$ cat src/rtl/fb_pkg.sv
// fb_pkg: shared constants for the framebuffer writer and its pixel FIFO.
package fb_pkg;

  localparam int FB_ADDR_W = 15;
  localparam int FB_LAST   = 16383;

  // Pixel byte is {2'b0, R[1:0], G[1:0], B[1:0]} and sits in the low byte of a host word
  localparam int PIX_LSB = 0;
  localparam int PIX_W   = 8;

  // Writer state encoding
  localparam logic [1:0] ST_IDLE       = 2'd0;
  localparam logic [1:0] ST_CLEAR_PEND = 2'd1;
  localparam logic [1:0] ST_CLEAR      = 2'd2;

endpackage

$ cat src/rtl/fb_fifo.sv
// fb_fifo: shift-style synchronous FIFO; slot 0 is always the registered head.
module fb_fifo #(
  parameter  int WIDTH = 23,
  parameter  int DEPTH = 16,
  localparam int CNT_W = $clog2(DEPTH) + 1
) (
  input  logic             clk_i,
  input  logic             rst_ni,
  input  logic             push_i,
  input  logic [WIDTH-1:0] data_i,
  input  logic             pop_i,
  output logic [WIDTH-1:0] head_o,
  output logic             full_o,
  output logic             empty_o,
  output logic [CNT_W-1:0] count_o
);

  localparam int IDX_W = $clog2(DEPTH);
  localparam logic [CNT_W-1:0] DEPTH_C = CNT_W'(DEPTH);

  logic [WIDTH-1:0] mem_q [DEPTH];
  logic [CNT_W-1:0] count_q, count_d;
  logic             do_push_s, do_pop_s;
  logic [IDX_W-1:0] wr_idx_s;

  assign full_o  = (count_q == DEPTH_C);
  assign empty_o = (count_q == {CNT_W{1'b0}});
  assign count_o = count_q;
  assign head_o  = mem_q[0];

  // Qualify requests, pick the landing slot after any shift, and track occupancy
  always_comb begin
    do_push_s = push_i && !full_o;
    do_pop_s  = pop_i && !empty_o;
    if (do_pop_s) begin
      wr_idx_s = IDX_W'(count_q - CNT_W'(1));
    end else begin
      wr_idx_s = IDX_W'(count_q);
    end
    if (do_push_s && !do_pop_s) begin
      count_d = count_q + CNT_W'(1);
    end else if (do_pop_s && !do_push_s) begin
      count_d = count_q - CNT_W'(1);
    end else begin
      count_d = count_q;
    end
  end

  // Storage: a pop shifts every entry one slot toward the head, a push fills the first free slot
  always_ff @(posedge clk_i or negedge rst_ni) begin
    if (!rst_ni) begin
      count_q <= {CNT_W{1'b0}};
      for (int i = 0; i < DEPTH; i++) begin
        mem_q[i] <= {WIDTH{1'b0}};
      end
    end else begin
      count_q <= count_d;
      if (do_pop_s) begin
        for (int i = 0; i < DEPTH - 1; i++) begin
          mem_q[i] <= mem_q[i+1];
        end
      end
      if (do_push_s) begin
        mem_q[wr_idx_s] <= data_i;
      end
    end
  end

endmodule

$ cat src/rtl/fb_writer.sv
// fb_writer: host pixel loader that commits framebuffer writes only while the display blanks,
// and can fill the whole framebuffer with a latched colour.
module fb_writer #(
  parameter int FB_ADDR_W  = 15,
  parameter int FB_LAST    = 16383,
  parameter int FIFO_DEPTH = 16
) (
  input  logic                          clkin,
  input  logic                          nreset,
  input  logic                          blank_in,
  input  logic                          in_valid,
  output logic                          in_ready,
  input  logic                          in_is_addr,
  input  logic [FB_ADDR_W-1:0]          in_data,
  input  logic                          clear_req,
  input  logic [7:0]                    clear_colour,
  output logic                          fb_we,
  output logic [FB_ADDR_W-1:0]          fb_waddr,
  output logic [7:0]                    fb_wdata,
  output logic                          busy,
  output logic [$clog2(FIFO_DEPTH):0]   fifo_count
);

  import fb_pkg::*;

  localparam int ENT_W = FB_ADDR_W + PIX_W;
  localparam logic [FB_ADDR_W-1:0] LAST_A = FB_ADDR_W'(FB_LAST);

  logic [1:0]           state_q, state_d;
  logic [FB_ADDR_W-1:0] ptr_q, ptr_d;
  logic [FB_ADDR_W-1:0] clr_cnt_q, clr_cnt_d;
  logic [PIX_W-1:0]     colour_q, colour_d;
  logic                 rdy_en_q;
  logic [ENT_W-1:0]     head_s, entry_s;
  logic                 full_s, empty_s;
  logic                 accept_s, push_s, pop_s, in_clear_s;

  assign in_clear_s = (state_q == ST_CLEAR);
  assign in_ready   = rdy_en_q && !full_s && (state_q == ST_IDLE);
  assign accept_s   = in_valid && in_ready;
  assign push_s     = accept_s && !in_is_addr;
  assign entry_s    = {ptr_q, in_data[PIX_LSB +: PIX_W]};

  // Writes depend only on blank and registered state so they can never land in active video
  assign fb_we    = in_clear_s ? blank_in : (blank_in && !empty_s);
  assign pop_s    = fb_we && !in_clear_s;
  assign fb_waddr = in_clear_s ? clr_cnt_q : head_s[ENT_W-1 -: FB_ADDR_W];
  assign fb_wdata = in_clear_s ? colour_q : head_s[PIX_W-1:0];
  assign busy     = !empty_s || (state_q != ST_IDLE);

  fb_fifo #(
    .WIDTH (ENT_W),
    .DEPTH (FIFO_DEPTH)
  ) u_fifo (
    .clk_i   (clkin),
    .rst_ni  (nreset),
    .push_i  (push_s),
    .data_i  (entry_s),
    .pop_i   (pop_s),
    .head_o  (head_s),
    .full_o  (full_s),
    .empty_o (empty_s),
    .count_o (fifo_count)
  );

  // Next-state logic for the pointer, clear sequencing and colour latch
  always_comb begin
    state_d   = state_q;
    ptr_d     = ptr_q;
    clr_cnt_d = clr_cnt_q;
    colour_d  = colour_q;
    case (state_q)
      ST_IDLE: begin
        if (accept_s && in_is_addr) begin
          ptr_d = in_data & LAST_A;
        end else if (push_s) begin
          ptr_d = (ptr_q == LAST_A) ? {FB_ADDR_W{1'b0}} : ptr_q + FB_ADDR_W'(1);
        end else begin
          ptr_d = ptr_q;
        end
        if (clear_req) begin
          state_d = ST_CLEAR_PEND;
        end else begin
          state_d = ST_IDLE;
        end
      end
      ST_CLEAR_PEND: begin
        // Queued pixels must land before the fill starts, otherwise they would survive the clear
        if (empty_s) begin
          state_d   = ST_CLEAR;
          colour_d  = clear_colour;
          clr_cnt_d = {FB_ADDR_W{1'b0}};
        end else begin
          state_d = ST_CLEAR_PEND;
        end
      end
      ST_CLEAR: begin
        if (blank_in) begin
          if (clr_cnt_q == LAST_A) begin
            state_d   = ST_IDLE;
            ptr_d     = {FB_ADDR_W{1'b0}};
            clr_cnt_d = {FB_ADDR_W{1'b0}};
          end else begin
            clr_cnt_d = clr_cnt_q + FB_ADDR_W'(1);
          end
        end else begin
          clr_cnt_d = clr_cnt_q;
        end
      end
      default: begin
        state_d = ST_IDLE;
      end
    endcase
  end

  // Control registers
  always_ff @(posedge clkin or negedge nreset) begin
    if (!nreset) begin
      state_q   <= ST_IDLE;
      ptr_q     <= {FB_ADDR_W{1'b0}};
      clr_cnt_q <= {FB_ADDR_W{1'b0}};
      colour_q  <= {PIX_W{1'b0}};
    end else begin
      state_q   <= state_d;
      ptr_q     <= ptr_d;
      clr_cnt_q <= clr_cnt_d;
      colour_q  <= colour_d;
    end
  end

  // Hold off the host until the first clock edge after reset release
  always_ff @(posedge clkin or negedge nreset) begin
    if (!nreset) begin
      rdy_en_q <= 1'b0;
    end else begin
      rdy_en_q <= 1'b1;
    end
  end

endmodule

$ cat config.mk
export PLATFORM = sky130hd
export DESIGN_NAME = fb_writer
export DESIGN_NICKNAME = d
export VERILOG_FILES = /design/src/rtl/fb_pkg.sv /design/src/rtl/fb_fifo.sv /design/src/rtl/fb_writer.sv
export SDC_FILE = /design/constraint.sdc
export NUM_CORES = 1
export LEC_CHECK = 0
export ABC_CLOCK_PERIOD_IN_PS = 2900
export CORE_AREA = 2 2 201 203
export CTS_CLUSTER_DIAMETER = 60
export DETAILED_ROUTE_END_ITERATION = 8
export DIE_AREA = 0 0 203 205
export DONT_BUFFER_PORTS = 1
export PLACE_DENSITY = 0.73
export SYNTH_ARGS = -nofsm -noshare
export SYNTH_HDL_FRONTEND = slang
export SYNTH_SLANG_ARGS = --single-unit
$ cat constraint.sdc
create_clock -name clkin -period 2.9 [get_ports clkin]
set_clock_uncertainty 0.15 [all_clocks]
set_input_delay 0.435 -clock clkin [delete_from_list [all_inputs] [get_ports clkin]]
set_output_delay 0.435 -clock clkin [all_outputs]
set_load 0.01 [all_outputs]
==> results of run 1 <==
logic make-up (layout without fill, tap and decap cells):
logic type	after synthesis	count (layout)	synth area share
AND/OR/NAND/NOR	1163	1163	0.2171
buffers and inverters	173	181	0.03880
adder cells (fa/ha/maj)	5	5	0.002913
other	1	1	0.0001746
flip-flops	414	414	0.4824
XOR/XNOR	16	16	0.006525
multiplexers	411	411	0.2251
AO/OA/AOI/OAI	78	78	0.02703
metal layers:
| metal | vias to the layer above | global-route usage | wire, um |
|---|---|---|---|
| met5 | - | 0 | 0 |
| met4 | 0 | 0.07065 | 1226 |
| met3 | 105 | 0.03898 | 2333 |
| met2 | 399 | 0.3850 | 22850 |
| met1 | 7588 | 0.3018 | 20980 |
| li1 | 7319 | - | - |
sequential cells by signal (all words and copies together), names as in the netlist, named ones only:
register and count:
state_q 2, u_fifo.mem_q 322, ptr_q 15, u_fifo.count_o 5
clr_cnt_q 15, rdy_en_q 1, u_fifo.head_o 23, colour_q 8
worst max-delay path by stage:
stage | from | to | cells after the start
floorplan | u_fifo.count_o[0]$_DFFE_PN0P_ | u_fifo.mem_q[302]$_DFF_PN0_ | 11
global placement | u_fifo.count_o[0]$_DFFE_PN0P_ | u_fifo.mem_q[224]$_DFF_PN0_ | 9
detailed placement | u_fifo.count_o[0]$_DFFE_PN0P_ | u_fifo.mem_q[224]$_DFF_PN0_ | 9
CTS | u_fifo.count_o[0]$_DFFE_PN0P_ | u_fifo.mem_q[217]$_DFF_PN0_ | 9
global route | u_fifo.count_o[0]$_DFFE_PN0P_ | u_fifo.head_o[15]$_DFF_PN0_ | 8
finish | u_fifo.count_o[0]$_DFFE_PN0P_ | busy | 4
layout make-up:
cell class | count | area share
multi-input combinational | 1674 | 0.4327
timing repair buffer | 95 | 0.04505
tap | 525 | 0.02747
sequential | 414 | 0.4332
inverter | 7 | 0.001099
clock inverter | 10 | 0.005075
clock buffer | 69 | 0.05541
stage by stage:
stage | hold slack (ps) | instances | instance area, um2
6_report | -576.3 | 2794 | 23910
4_1_cts | -580.5 | 2789 | 23830
3_5_place_dp | 3.232 | 2686 | 22140
2_1_floorplan | -10.59 | 2261 | 21480
3_3_place_gp | 8.079 | 2686 | 22140
5_1_grt | -589.3 | 2794 | 23910
power breakdown:
group / switching (W) / internal [W]
sequential: 0.000710 / 0.00698
clock: 0.00229 / 0.00331
combinational: 0.00269 / 0.00191
total: 0.00569 / 0.0122
worst max-delay path: stages, from the launching register on:
cell and delay [ps]:
dfrtp_1 380, inv_1 100, ha_1 220, or4b_4 540, or3_1 410
layout by cell type, fill, tap and decap left out, types with 13 or more instances in the layout:
| cell | n |
|---|---|
| o21ai_0 | 20 |
| xnor2_1 | 13 |
| mux2_4 | 72 |
| nor3_1 | 14 |
| buf_4 | 46 |
| clkbuf_8 | 13 |
| nor2_1 | 27 |
| mux2_2 | 174 |
| buf_12 | 24 |
| nand2_1 | 1046 |
| mux2i_1 | 63 |
| dfrtp_1 | 414 |
| clkbuf_16 | 44 |
| dlygate4sd3_1 | 24 |
| mux2_1 | 100 |
what timing repair did:
action / 4_1_cts / 5_1_grt
hold endpoints to repair: 565 / 414
endpoints found under the setup margin: 0 / 128
resized for setup: 0 / 6
setup buffers: 0 / 5
==> results.md, run 1 <==
- Yosys top cell area share: 0.4824
- Post-DRT Antenna Nets: 0
- CTS tree: yes
- F_max: between 300 and 400 MHz
- Routed via count: between 15000 and 20000
- Top FF cell, synth: dfrtp_1
- Antenna violations before repair: 0
- Data required, critical path: about 2300 ps
- Gate Count Post-Synth: 2261
- Vias in the first global route: 15220
- Setup TNS: 0 ps
- Crit Path Max Fanout: 6
- PwrDens: roughly 750 mW/mm2
- Net Count, Synth: around 2300
- First-pass GRT wire length: ~78000 um
- Leakage: around 13 nW
- Reg2reg end: u_fifo.mem_q[27]$_DFF_PN0_
- Top post-synthesis cells by area: dfrtp_1 48%, nand2_1 18%, mux2_2 9.1%
- Ports: 60
- DRT Pass-1 Iters: 7
- Fill count: about 3100
- Failing checks: hold timing
- Clock tree buffer depth: 3
- Dpl ws: ~26 ps
- Period utilization: 0.9612
- Residual DRC: 0
- WHS: -576.3 ps
- Worst min path class: in -> async
- Cell taking the most area after synthesis: dfrtp_1
- GRT Total Usage: 0.2282
- DRT iter0 DRCs: 1553
- Die W: between 200 and 250 um
- Max cap viols: 0
- Distinct cells, synth: 65
- Final wirelength: between 40000 and 50000 um
- Drt wl/cell: 16.96 um
- Worst Path Class, Setup: reg -> out
- Input/output buffers: 0
- Area grow syn2layout: 11.34%
- Final WS setup: 112.6 ps
- Synthesized cell area: 0.02148 mm2
- Clock sink count: a little over 400
- Post-synth EDFFs: 0
- Post-synth top cells: 1046 x nand2_1, 414 x dfrtp_1, 174 x mux2_2, 100 x mux2_1, 99 x clkbuf_1
- Design Power: around 0.018 W
- Row count: 73
- VDD IR max: between 0.3 and 0.4 mV
- Core box area: just under 0.04 mm2
- Worst Tran Pin Value: 1289 ps
- Root buffer cell: clkbuf_16
- FF-to-FF path depth: 9
- DPL Wire Length: between 20000 and 30000 um
- Crit start category: flop
- Die Y: between 200 and 250 um
- Total grt overflow: 0
- Seq/Total Area, Yosys: 0.4824
- Yosys reg bits: just over 400
- Post-layout min period: 2787 ps
- Register area: 0.01036 mm2
- Hold Buf Count CTS: 24
- Rel. slew slack: 0.1408
- Reg2reg setup slack: roughly 120 ps
- Die area: 0.04162 mm2
- # diodes: 0
- CP arrival: around 2200 ps
- Final hold vios: roughly 410
- Final Max Tran Viols: 0
- Status: complete, but fails checks
- Clock latency on the worst-skew pair: between 500 and 600 ps
- Nets: approximately 2300
- Vias per inst: 5.516
- Fin util: 0.6074
- FF-to-FF Start: u_fifo.count_o[0]$_DFFE_PN0P_
- Pin count of the biggest net entering global routing: around 420
- Ys Warns: 0
- Starting density of the core: 0.5456
- Count leader, synth: nand2_1
- Mean Syn Cell Area: approximately 9.5 um2
- Share of cells above drive strength 1: 0.1855
- Number of buffers created by CTS: between 40 and 50
- Fraction of registers with async set/reset: 1.000
- Area of the multi-input gates: around 0.010 mm2
- Setup-failing EPs final: 0
- Clk pin slew, worst setup/hold paths: roughly 60 ps
- Critical path endpoint category: primary output
- Placer's final routability congestion estimate: around 0.92
- H-tree depth: 2
Note: power is estimated with default switching activity, not from simulation.
==> inputs of run 2 (changes only) <==
- SKIP_CTS_REPAIR_TIMING: unset -> 1
==> run 2 against run 1 <==
Net effect:
- the run still ends with hold timing left
- die area did not move
- global-route usage fell by 0.22 points
- sequential power barely moved
- non-clock buffer count did not move
- hold slack improved by 1.3 ps
- sequential cell count did not move
- largest cell class unchanged
- sequential share of layout area did not move
- clock power barely moved
- maximum frequency barely moved
- utilization did not move
==> results.md, run 2 (synthesis gave the netlist of run 1 again) <==
- Status: complete, but fails checks
- Failing checks: hold timing
- Largest Register: u_fifo.mem_q
- FF-to-FF Start: state_q[1]$_DFFE_PN0P_
- CP arrival: between 3000 and 4000 ps
- Setup-failing EPs final: 0
- Total grt overflow: 0
- Most common cell after layout, fill and taps aside: nand2_1
- Crit path launch: state_q[1]$_DFFE_PN0P_
- Area grow syn2layout: 11.34%
- H-tree depth: 2
- Ports: 60
- Final hold vios: a little over 400
- First-pass GRT wire length: 76820 um
- DRT iter0 DRCs: ~1600
- Crit start category: flop
- Placer's final routability congestion estimate: about 0.92
- DPL Wire Length: 27230 um
- Vias in the first global route: roughly 15000
- Rel. slew slack: 0.09045
- Leakage: between 10 and 15 nW
- Crit path cell chain: nor2b_2 -> buf_6 -> o31ai_1 -> a221oi_2 -> nor2b_2 -> buf_4 -> mux2_1
- Period utilization: 0.9615
- Max cap viols: 0
- Clock latency on the worst-skew pair: about 560 ps
- GRT Total Usage: 0.2259
- FF-to-FF path depth: 7
- Largest stage delay, worst path: around 500 ps
- Crit path max-delay cell type: a221oi_2
- Routed via count: 15400
- Largest register FFs: about 320
- Root buffer cell: clkbuf_16
- DRT Pass-1 Iters: 6
- Cell Count, Final, Fillers Out: ~2800
- Pin count of the biggest net entering global routing: between 400 and 500
- Reg2reg setup slack: approximately 110 ps
- Design Power: roughly 0.018 W
- Commonest non-fill, non-tap cells in the layout: 1046 x nand2_1, 414 x dfrtp_1, 174 x mux2_2, 100 x mux2_1, 72 x mux2_4
- Fill count: 3129
- Clock sink count: approximately 410
- WHS: -575.1 ps
- CP dominant cell by count: nor2b_2
- Residual DRC: 0
- F_max: roughly 360 MHz
- Post-DRT Antenna Nets: 0
- Core box area: a little under 0.04 mm2
- Worst Path Class, Setup: reg -> reg
- Number of buffers created by CTS: 43
- Crit Path Max Fanout: 30
- Final wirelength: roughly 47000 um
- CP Depth: 7
- Vias per inst: around 5.5
- PwrDens: about 750 mW/mm2
- Nets: around 2300
- Starting density of the core: 0.5456
- CP top delay family: compound AO/OA/AOI/OAI gates
- CTS tree: yes
- Die area: between 0.04 and 0.05 mm2
- Worst min path class: in -> async
- Worst Tran Pin Value: 1364 ps
- Die Y: 205 um
- Drt wl/cell: 16.99 um
- Final Max Tran Viols: 0
- Die W: about 200 um
- Clk pin slew, worst setup/hold paths: around 60 ps
- Share of cells above drive strength 1: 0.1855
- Data required, critical path: 3180 ps
- Antenna violations before repair: 0
- Post-layout min period: 2788 ps
- # diodes: 0
- Row count: 73
- Crit path buf inv count: 2
- Input/output buffers: 0
- Clock tree buffer depth: 3
- VDD IR max: roughly 0.38 mV
- Fin util: 0.6074
- Critical path endpoint category: flop
- Dpl ws: approximately 26 ps
- Final WS setup: 111.8 ps
- Placed cell count: 2686
## run 2: cell counts in the layout (fill, tap and decap cells not counted)
No cell type changed its count.
## run 2: layer usage
metal / track usage / wire (um) / vias up
met5: 0 / 0 / -
met2: 0.3795 / 22920 / 378
met1: 0.2988 / 20870 / 7600
li1: - / - / 7315
met4: 0.07534 / 1241 / 0
met3: 0.03754 / 2424 / 105
## run 2: final timing paths
check / to
setup / recovery: u_fifo.mem_q[341]$_DFF_PN0_
hold / removal: u_fifo.mem_q[302]$_DFF_PN0_
setup reg to reg: u_fifo.mem_q[341]$_DFF_PN0_
hold reg to reg: colour_q[7]$_DFFE_PN0P_
max in group asynchronous: u_fifo.mem_q[136]$_DFF_PN0_
min in group clkin: ptr_q[4]$_DFFE_PN0P_
## run 2: metrics by stage
stage | hold slack, ps | TNS (ps) | cell area (um2)
6_report | -575.1 | 0 | 23910
2_1_floorplan | -10.59 | -477.5 | 21480
4_1_cts | -580.5 | 0 | 23590
5_1_grt | -589.4 | -19.25 | 23910
3_3_place_gp | 8.079 | 0 | 22140
3_5_place_dp | 3.232 | 0 | 22140
## run 2: layout make-up
cell class	count	area, um2	share of cell area
Sequential cell	414	10360	0.4332
Tap cell	525	656.9	0.02747
Timing Repair Buffer	95	1077	0.04505
Inverter	7	26.28	0.001099
Clock buffer	69	1325	0.05541
Multi-Input combinational cell	1674	10350	0.4327
Clock inverter	10	121.4	0.005075
## run 2: report_power, final
group,switching (W),total [W],internal (W)
clock network,0.00228,0.00559,0.00331
registers,0.000711,0.00769,0.00698
logic,0.00270,0.00461,0.00191
## run 2: worst register-to-register path, cell delays in order (launching register included)
cell and delay [ps]:
dfrtp_1 460, nor2b_2 440, buf_6 330, o31ai_1 130, a221oi_2 490, nor2b_2 120
buf_4 210, mux2_1 340
